--- config.mk ---
export PLATFORM = sky130hd
export DESIGN_NAME = sipo_word_collector_flat
export DESIGN_NICKNAME = d
export VERILOG_FILES = /design/src/rtl/sipo_word_collector_if.sv /design/src/rtl/sipo_word_collector.sv /design/src/flat_wrapper.sv
export SDC_FILE = /design/constraint.sdc
export NUM_CORES = 1
export LEC_CHECK = 0
export BUFFER_PORTS_ARGS = -buffer_cell sky130_fd_sc_hd__buf_2
export CORE_AREA = 2 2 39 41
export CTS_BUF_LIST = sky130_fd_sc_hd__clkbuf_4 sky130_fd_sc_hd__clkbuf_8
export DETAILED_ROUTE_END_ITERATION = 8
export DIE_AREA = 0 0 41 43
export MAX_ROUTING_LAYER = met4
export PLACE_DENSITY = 0.66
export REMOVE_ABC_BUFFERS = 1
export SLEW_MARGIN = 20
export SYNTH_ARGS = -nofsm -noshare
export SYNTH_HDL_FRONTEND = slang
export SYNTH_SLANG_ARGS = --single-unit
--- constraint.sdc ---
create_clock -name clk -period 1.5 [get_ports clk]
set_input_delay 0.225 -clock clk [delete_from_list [all_inputs] [get_ports clk]]
set_output_delay 0.225 -clock clk [all_outputs]
set_load 0.03 [all_outputs]
--- src/rtl/sipo_word_collector_if.sv ---
// rtl/sipo_word_collector_if.sv - word output handshake bundle (dout/dout_valid/dout_ready); PARITY_CHECK_EN adds parity_err
interface sipo_word_collector_if #(
   parameter int WIDTH = 4
) ();
   logic [WIDTH-1:0] dout;
   logic             dout_valid;
   logic             dout_ready;
`ifdef PARITY_CHECK_EN
   logic             parity_err;

   modport master (output dout, output dout_valid, output parity_err, input dout_ready);
   modport slave  (input dout, input dout_valid, input parity_err, output dout_ready);
`else
   modport master (output dout, output dout_valid, input dout_ready);
   modport slave  (input dout, input dout_valid, output dout_ready);
`endif
endinterface

--- src/rtl/sipo_word_collector.sv ---
// rtl/sipo_word_collector.sv - serial-to-parallel word collector with one-word holding stage; PARITY_CHECK_EN enables trailing even-parity bit
module sipo_word_collector #(
   parameter int WIDTH     = 4,
   parameter bit LSB_FIRST = 1'b1,
   localparam int CW       = $clog2(WIDTH + 1)
) (
   input  logic          clk,
   input  logic          rst,
   input  logic          sin,
   input  logic          sin_en,
   input  logic          clr,
   output logic [CW-1:0] bit_cnt,
   output logic          overrun,
   sipo_word_collector_if.master out_if
);

   localparam logic [1:0]    ST_IDLE  = 2'd0;
   localparam logic [1:0]    ST_SHIFT = 2'd1;
`ifdef PARITY_CHECK_EN
   localparam logic [1:0]    ST_PAR   = 2'd2;
`endif
   localparam logic [CW-1:0] LAST_BIT = CW'(WIDTH - 1);

   logic [1:0]       state_q, state_d;
   logic [WIDTH-1:0] sreg_q, sreg_d;
   logic [CW-1:0]    cnt_q, cnt_d;
   logic [WIDTH-1:0] dout_q, dout_d;
   logic             valid_q, valid_d;
   logic             ovr_q, ovr_d;
   logic [WIDTH-1:0] shifted;
   logic [WIDTH-1:0] word;
   logic             complete;
`ifdef PARITY_CHECK_EN
   logic             perr_q, perr_d;
   logic             par_bad;
`endif

   // Incoming bit merged into the shift register according to bit order
   always_comb begin
      if (LSB_FIRST) shifted = {sin, sreg_q[WIDTH-1:1]};
      else           shifted = {sreg_q[WIDTH-2:0], sin};
   end

   // Framing FSM: counts data bits, detects word completion; clr beats sin_en
   always_comb begin
      state_d  = state_q;
      sreg_d   = sreg_q;
      cnt_d    = cnt_q;
      complete = 1'b0;
      word     = sreg_q;
`ifdef PARITY_CHECK_EN
      par_bad  = 1'b0;
`endif
      if (clr) begin
         cnt_d   = '0;
         state_d = ST_IDLE;
      end else if (sin_en) begin
         case (state_q)
            ST_IDLE: begin
               sreg_d  = shifted;
               cnt_d   = CW'(1);
               state_d = ST_SHIFT;
            end
            ST_SHIFT: begin
               sreg_d = shifted;
               if (cnt_q == LAST_BIT) begin
                  cnt_d = '0;
`ifdef PARITY_CHECK_EN
                  state_d = ST_PAR;
`else
                  complete = 1'b1;
                  word     = shifted;
                  state_d  = ST_IDLE;
`endif
               end else begin
                  cnt_d = cnt_q + CW'(1);
               end
            end
`ifdef PARITY_CHECK_EN
            ST_PAR: begin
               complete = 1'b1;
               word     = sreg_q;
               par_bad  = (^sreg_q) ^ sin;
               state_d  = ST_IDLE;
            end
`endif
            default: state_d = ST_IDLE;
         endcase
      end
   end

   // Output holding stage: load when empty or draining, otherwise drop and flag overrun
   always_comb begin
      dout_d  = dout_q;
      valid_d = valid_q;
      ovr_d   = ovr_q;
`ifdef PARITY_CHECK_EN
      perr_d  = perr_q;
`endif
      if (complete) begin
         if (!valid_q || out_if.dout_ready) begin
            dout_d  = word;
            valid_d = 1'b1;
`ifdef PARITY_CHECK_EN
            perr_d  = par_bad;
`endif
         end else begin
            ovr_d = 1'b1;
         end
      end else if (valid_q && out_if.dout_ready) begin
         valid_d = 1'b0;
      end
   end

   // State registers with synchronous active-low reset
   always_ff @(posedge clk) begin
      if (!rst) begin
         state_q <= ST_IDLE;
         sreg_q  <= '0;
         cnt_q   <= '0;
         dout_q  <= '0;
         valid_q <= 1'b0;
         ovr_q   <= 1'b0;
`ifdef PARITY_CHECK_EN
         perr_q  <= 1'b0;
`endif
      end else begin
         state_q <= state_d;
         sreg_q  <= sreg_d;
         cnt_q   <= cnt_d;
         dout_q  <= dout_d;
         valid_q <= valid_d;
         ovr_q   <= ovr_d;
`ifdef PARITY_CHECK_EN
         perr_q  <= perr_d;
`endif
      end
   end

   assign bit_cnt           = cnt_q;
   assign overrun           = ovr_q;
   assign out_if.dout       = dout_q;
   assign out_if.dout_valid = valid_q;
`ifdef PARITY_CHECK_EN
   assign out_if.parity_err = perr_q;
`endif

endmodule

--- src/flat_wrapper.sv ---
// flat-port wrapper written by rule: the top's interface ports become plain ports
module sipo_word_collector_flat 
#(
   parameter int WIDTH     = 4,
   parameter bit LSB_FIRST = 1'b1,
   localparam int CW       = $clog2(WIDTH + 1)
)
  (clk, rst, sin, sin_en, clr, bit_cnt, overrun, out_if_dout, out_if_dout_valid, out_if_dout_ready);
  sipo_word_collector_if #(.WIDTH(WIDTH)) out_if_i ();
  input  logic clk;
  input  logic rst;
  input  logic sin;
  input  logic sin_en;
  input  logic clr;
  output logic [CW-1:0] bit_cnt;
  output logic overrun;
  output wire logic [$bits(out_if_i.dout)-1:0] out_if_dout;
  output wire logic [$bits(out_if_i.dout_valid)-1:0] out_if_dout_valid;
  input wire logic [$bits(out_if_i.dout_ready)-1:0] out_if_dout_ready;
  assign out_if_dout = out_if_i.dout;
  assign out_if_dout_valid = out_if_i.dout_valid;
  assign out_if_i.dout_ready = out_if_dout_ready;
  sipo_word_collector #(.WIDTH(WIDTH), .LSB_FIRST(LSB_FIRST)) u_core (.clk(clk), .rst(rst), .sin(sin), .sin_en(sin_en), .clr(clr), .bit_cnt(bit_cnt), .overrun(overrun), .out_if(out_if_i));
endmodule
Word-level counts from Yosys, hierarchy flattened --
Cells that the tools add are included.
Storage, ports and cells: bits in registers 15, output and inout port bits 9, logic and storage cells 43
Cells by class: add/sub/neg operators 1, eq/ne operators 4, mux-type cells 15, bitwise gates (word level) 3, reduce and logical (&&, ||, !) cells 14
Operator list (count):
- $mux 4 | 4
- $reduce_and 2->1 | 5
- $mux 1 | 7
- $pmux 3 s2 | 1
- $pmux 2 s2 | 1
- $reduce_bool 2->1 | 2
- $reduce_or 2->1 | 2
- $add 3x1->3 const B | 1
- $eq 3x2->1 const B | 1
- $mux 3 | 1
- $not 1->1 | 3
- $reduce_and 3->1 | 1
- $eq 2x1->1 const B | 1
- $logic_not 2->1 | 1
- $mux 2 | 1
- $ne 2x1->1 const B | 1
- $ne 2x2->1 const B | 1
- $logic_and 1x1->1 | 1
- $logic_not 1->1 | 1
- $logic_or 1x1->1 | 1

Longest topological paths before layout --
Gate-level depths: netlist (run 1).
depth after elaboration 7, gate-level depth with buffers 4

Worst setup path before layout (run 1) --
OpenSTA, ideal clock, no wires.
kind reg-to-reg, from register u_core.cnt_q[0] (netlist: u_core.bit_cnt[0]), to register u_core.dout_q[0] (netlist: u_core.out_if.dout[0]), setup time 0.072 ns, data arrival time 1.407 ns, path slack 0.022 ns, cell stages (with the launch flop) 5, buffers on the path 0, period minus slack after synthesis 1.478 ns, cells stage by stage dfxtp_1 -> ha_1 -> nand4b_4 -> nor3_4 -> mux2i_1
Between the ends: cells in the longest elaborated chain, start to end 6, elaborated cells between the ends (all ways) 10
RTL lines:
- from (decl) | RTL line sipo_word_collector.sv:26 | logic [CW-1:0] cnt_q, cnt_d;
- from (signal assigned) | RTL line sipo_word_collector.sv:130 | cnt_q <= cnt_d;
- $eq 3x2->1 (*) | RTL line sipo_word_collector.sv:66 | if (cnt_q == LAST_BIT) begin
- $mux 1 | RTL line sipo_word_collector.sv:66
- $mux 1 | RTL line sipo_word_collector.sv:58 | case (state_q)
- $mux 1 | RTL line sipo_word_collector.sv:57 | end else if (sin_en) begin
- $mux 1 | RTL line sipo_word_collector.sv:54 | if (clr) begin
- $reduce_and 2->1 (no source line)
- to (signal assigned) | RTL line sipo_word_collector.sv:131 | dout_q <= dout_d;
- to (decl) | RTL line sipo_word_collector.sv:27 | logic [WIDTH-1:0] dout_q, dout_d;
Mark *: on every way between the ends. The rest lies on a longest branch, timed or not. A chain may end at the register's enable or synchronous reset.

Worst setup path after layout (run 1) --
from register u_core.cnt_q[1] (netlist: u_core.bit_cnt[1]), to register u_core.dout_q[1] (netlist: u_core.out_if.dout[1])
Same word-level chain as after synthesis.

==> summary.txt, run 1 <==
Detailed routing
  – Pre-antenna DRT Iters: 2
  – Detailed-route via count: 419
  – Wire length per cell: 10.3 microns
  – Wirelength, routed: 900 microns
  – Via/cell ratio: 4.82
  – Initial DRC count: 1
  – DRT antenna net count: 0
  – Drc violations: 0

Timing
  – RSZ-0062 raised after global routing: false
  – Fmax: 0.740 GHz
  – Worst-Margin Slew: 0.366 ns
  – Crit path time final: 1.35 ns
  – Max Clock Skew: 0.00222 ns
  – Period utilization: 90.0%
  – Setup tns final: 0 ns
  – Slew Viols, Final: 0
  – Hold Vio Cnt, Final: 0
  – Hold WS: 0.216 ns
  – Final-report setup violation count: 0
  – Worst Setup Slack, final: 0.149 ns
  – Rel. slew slack: 75.5%

Global routing
  – First-pass GRT wire length: 1380 microns
  – Antenna violations before repair: 0
  – Vias in the first global route: 349
  – Met2 usage: 16.3%
  – GRT Total Usage: 12.4%
  – GRT overflow: 0
  – Gr busiest metal: met2
  – Largest net degree at the start of global routing: 16
  – Grt met1 use: 15.5%
  – Met3 usage: 3.14%

Synthesis
  – Syn Area/Cell: 10.2 sq um
  – Cell count after synthesis: 55
  – Synth Register Bits: 13
  – Yosys synthesis warning count: 0
  – Netlist cell types: 22
  – Register area share after synthesis: 46.3%
  – Syn Std Cell Area: 562 sq um

Worst setup path
  – Critical path fanouts, max: 4
  – FF-to-FF Start: u_core.bit_cnt[1]
  – Critical path class: register to register
  – Startpoint types: register
  – WP data arrival: 1.54 ns
  – Crit end category: register
  – Critical Path Source: u_core.bit_cnt[1]
  – WP data required: 1.69 ns

CTS
  – H-tree depth: 1
  – Buffer count from post-CTS setup fixing: 0
  – Clock tree sinks: 13
  – Clock buffer depth: 2
  – CTS root buf: clkbuf_4
  – CTS tree: built
  – Num CTS Buffers: 3
  – Worst-skew pair later-pin latency: 0.26 ns
  – Reg clk slew, reported paths: 0.07 ns

Placement
  – Dpl ws: 0.130 ns
  – Port Buffers: 14
  – Post-DP HPWL: 692 microns
  – Gp weighted congestion: 0.613

Power
  – Combinational fraction of design power: 6.4%
  – P_int: 0.487 mW
  – Clock share of power: 36.3%
  – Sequential power share: 57.4%
  – PwrDens: 918 nW/um^2
  – Leak: 0.320 nW
  – Sw Share: 21.2%
  – Switching power: 0.131 mW
  – Max VDD drop: 0.570 mV
  – Pwr Total: 0.618 mW

Die
  – Die area: 1760 sq um
  – Core footprint: 1380 sq um
  – Row count: 14
  – Die Height: 43 microns
  – I/O pin cnt: 15
  – Die W: 41 microns
  – Starting Density: 40.6%

Final layout
  – Ant. Diodes: 0
  – Fill cells: 145
  – Most common cell after layout, fill and taps aside: buf_2
  – Layout cells sized above 1: 32.4%
  – Most frequent cells in the layout: buf_2 (14), dfxtp_1 (12), nand2_1 (10)
  – Final net count: 79
  – Multi-input gate area: 288 sq um
  – Synthesis-to-finish area growth: 19.8%
  – Finished Core Util: 48.6%
  – Sequential Area: 262 sq um

Worst hold path
  – Hold wc startpoint: sin
  – Hold WC Path Type: input pin to register

Outcome
  – Status: completed

Run
  – Max-capacitance violation count: 0
-- worst paths after layout --
kind	end	slack (ns)	cells past startpoint
worst max register to register	u_core.out_if.dout[1]	0.15	4
worst min-delay path	u_core.out_if.dout[3]	0.22	3
worst min register to register	u_core.overrun	0.45	2
worst max-delay path	u_core.out_if.dout[1]	0.15	4
-- final cells by class --
cell class,count,share of cell area (%)
Clock buffer,4,4.46
Inverter,1,0.558
Multi-Input combinational cell,39,42.8
Sequential cell,13,38.8
Tap cell,16,2.97
Timing Repair Buffer,14,10.4
-- per-stage QoR --
step | cells | area [sq um]
2_1_floorplan | 53 | 549
3_3_place_gp | 83 | 639
3_5_place_dp | 83 | 639
4_1_cts | 87 | 669
5_1_grt | 87 | 673
6_report | 87 | 673
-- repair_timing --
item / in CTS / in global routing
hold buffers: 0 / 0
endpoints found under the setup margin: 0 / 3
resized for setup: 0 / 2
-- cells by family (layout without fill, tap and decap cells) --
logic type,count (synthesis),after routing,share of synthesized area (%)
adders and majority gates,1,1,2.23
muxes,7,7,12.5
buffers and inverters,3,19,2.89
AOI/OAI and AO/OA,7,7,8.69
and+or+nand+nor,24,24,27.4
DFF,13,13,46.3
-- sequential cells by signal (all words and copies together), names as in the netlist --
name                      flops
u_core.overrun                1
u_core.bit_cnt                3
u_core.sreg_q                 3
u_core.out_if.dout_valid      1
u_core.out_if.dout            4
u_core.state_q                1
-- worst max-delay path, stage by stage (launching register included) --
cell	delay, ns
dfxtp_1	0.36
ha_2	0.23
nand4b_4	0.14
nor3_4	0.32
mux2i_1	0.22
-- power groups by stage --
stage | registers [mW] | logic (mW) | clock network, mW
after global placement | 0.362 | 0.0396 | 0
after global routing | 0.356 | 0.0437 | 0.250
after floorplan | 0.364 | 0.0171 | 0
final | 0.355 | 0.0395 | 0.224
after CTS | 0.354 | 0.0401 | 0.238
after detailed placement | 0.363 | 0.0399 | 0
-- cell usage after synthesis --
library cell  instances  area share (%)
nand2_1              10             6.7
nor3b_2               1             2.2
a21o_1                1             1.3
a31oi_1               1             1.1
buf_4                 1             1.3
nand2b_1              3             3.3
a211oi_1              1             1.3
o21bai_1              1             1.3
buf_2                 1            0.89
dfxtp_1              13              46
nand3_1               1            0.89
nor2_1                2             1.3
mux2i_1               7              12
inv_1                 1            0.67
o31ai_1               1             1.3
o21a_1                1             1.3
and2b_1               1             1.3
nor3_4                1             2.9
ha_1                  1             2.2
a21oi_1               1            0.89
nand4b_4              1             4.2
nor2b_1               4             4.5
-- metal layers --
metal  part of all wire, %  routed length (microns)
met1                    47                      424
met2                    47                      426
met3                   4.3                       39
met4                   1.0                        9
met5                     0                        0
No activity file was read; power rests on OpenSTA's default activity.
==> run 2: changes to the inputs <==
- PLACE_DENSITY: 0.66 -> unset
- PLACE_DENSITY_LB_ADDON: unset -> 0.05
==> run 2 against run 1 <==
Compared with the run above: wire length is 2.3% lower; worst hold slack worse by 0.0054 ns; sequential cell count stayed put; final area is 0.56% lower; clock skew is 0.00076 ns higher; clock-buffer cell count stayed put; final cell count stayed put; first-iteration DRC count stayed put; non-clock buffer count stayed put; sequential share of layout area hardly changed.
==> summary.txt, run 2 (same netlist as run 1, synthesis figures left out) <==
Worst setup path
  – Largest stage delay on the critical path: 0.38 ns (+0.02 ns)
  – Slowest stage cell on the critical path: dfxtp_1
  – Startpoint types: register
  – WP data required: 1.69 ns (about the same)
  – WP data arrival: 1.58 ns (+0.04 ns)
  – CP bufs+invs: 0 (unchanged)
  – Critical path fanouts, max: 4 (unchanged)
  – Critical path's top delay family: simple AND/OR/NAND/NOR gates
  – Crit end category: register
  – Crit path cell chain: ha_1 -> nand4b_4 -> nor3_4 -> mux2i_1
  – Critical path class: register to register

CTS
  – Clock tree sinks: 13 (unchanged)
  – H-tree depth: 1 (unchanged)
  – Num CTS Buffers: 3 (unchanged)
  – Clock buffer depth: 2 (unchanged)
  – Buffer count from post-CTS setup fixing: 0 (unchanged)
  – # hold bufs at CTS: 0 (unchanged)
  – Post-CTS sizing: 0 (unchanged)
  – Worst-skew pair later-pin latency: 0.27 ns (about the same)
  – CTS root buf: clkbuf_4
  – Reg clk slew, reported paths: 0.08 ns (about the same)
  – CTS tree: built

Timing
  – Slew Viols, Final: 0 (unchanged)
  – Crit path time final: 1.38 ns (+0.0335 ns)
  – Period utilization: 92.3% (+2.2 points)
  – Worst-Margin Slew: 0.340 ns (-0.0262 ns)
  – Hold Vio Cnt, Final: 0 (unchanged)
  – RSZ-0062 raised after global routing: false
  – Final-report setup violation count: 0 (unchanged)
  – Setup tns final: 0 ns (unchanged)
  – Rel. slew slack: 77.3% (+1.8 points)
  – Max Clock Skew: 0.00298 ns (+0.000764 ns)
  – Fmax: 0.723 GHz (-2.4%)

Final layout
  – Final net count: 79 (unchanged)
  – Most common cell after layout, fill and taps aside: buf_2
  – Layout cells sized above 1: 29.6% (-2.8 points)
  – Max FFs per register: 4 (unchanged)
  – Fill cells: 139 (-4.1%)
  – Synthesis-to-finish area growth: 19.2%
  – Ant. Diodes: 0 (unchanged)
  – Most frequent cells in the layout: buf_2 (14), dfxtp_1 (13), nand2_1 (10)

Die
  – Core footprint: 1380 sq um (unchanged)
  – Die W: 41 microns (unchanged)
  – I/O pin cnt: 15 (unchanged)
  – Die Height: 43 microns (unchanged)
  – Row count: 14 (unchanged)
  – Starting Density: 40.6% (unchanged)
  – Die area: 1760 sq um (unchanged)

Placement
  – Port Buffers: 14 (unchanged)
  – Gp weighted congestion: 0.561 (-8.5%)
  – Post-DP HPWL: 675 microns (-2.4%)

Power
  – Max VDD drop: 0.513 mV (-9.9%)
  – Pwr Total: 0.623 mW (+0.71%)
  – Leak: 0.322 nW (+0.77%)
  – PwrDens: 930 nW/um^2 (+1.3%)

Detailed routing
  – Wirelength, routed: 879 microns (-2.3%)
  – Pre-antenna DRT Iters: 2 (unchanged)
  – Wire length per cell: 10.1 microns (-2.3%)
  – Initial DRC count: 1 (unchanged)
  – Detailed-route via count: 407 (-2.9%)
  – Via/cell ratio: 4.68 (-2.9%)
  – Drc violations: 0 (unchanged)
  – DRT antenna net count: 0 (unchanged)

Global routing
  – Largest net degree at the start of global routing: 16 (unchanged)
  – GRT Total Usage: 11.7% (-0.71 points)
  – First-pass GRT wire length: 1320 microns (-4.6%)
  – Vias in the first global route: 351 (+0.57%)
  – Antenna violations before repair: 0 (unchanged)
  – GRT overflow: 0 (unchanged)

Run
  – Max-capacitance violation count: 0 (unchanged)

Outcome
  – Status: completed

Worst hold path
  – Hold WC Path Type: input pin to register
==> run 2: area by class of cell <==
type,count,area (sq um),area share (%)
well taps,16,20.0,2.99
inverters,1,3.75,0.561
clock buffers,4,30.0,4.49
repair buffers,14,70.1,10.5
flip-flops and latches,13,260,38.9
multi-input cells,39,285,42.6
==> run 2: where the power goes <==
group          internal, mW  switching [mW]
combinational        0.0163          0.0221
sequential            0.349         0.00499
clock                 0.121           0.109
total                 0.487           0.136
==> run 2: worst reg2reg max path: cells and delay by family (launching register included) <==
family / cells / cell delay (ns)
adder cells (fa/ha/maj): 1 / 0.25
flip-flops: 1 / 0.38
AND/OR/NAND/NOR: 2 / 0.45
multiplexers: 1 / 0.24
==> run 2: final timing paths <==
check,start,end,slack [ns],depth (start not counted)
max reg2reg,u_core.bit_cnt[0],u_core.out_if.dout[1],0.12,4
min,sin,u_core.out_if.dout[3],0.21,3
min reg2reg,u_core.sreg_q[1],u_core.out_if.dout[0],0.46,2
max,u_core.bit_cnt[0],u_core.out_if.dout[1],0.12,4
==> run 2: through the flow <==
step	hold WS, ns	instances	area, sq um	util, %	setup slack (ns)
after floorplan	0.319	53	549	-	0.0215
after detailed placement	0.451	83	639	46.2	0.0951
final	0.210	87	669	48.4	0.116
after global routing	0.231	87	669	48.4	0.0126
after CTS	0.200	87	669	48.4	0.0869
after global placement	0.447	83	639	46.2	0.135
==> run 2: metal layers <==
metal	GRT usage, %	share of wire (%)	vias to the layer above
met2	15.9	46	8
li1	-	-	217
met3	3.14	4.4	2
met1	13.5	48	180
met4	10.0	1.4	0
met5	-	0	-
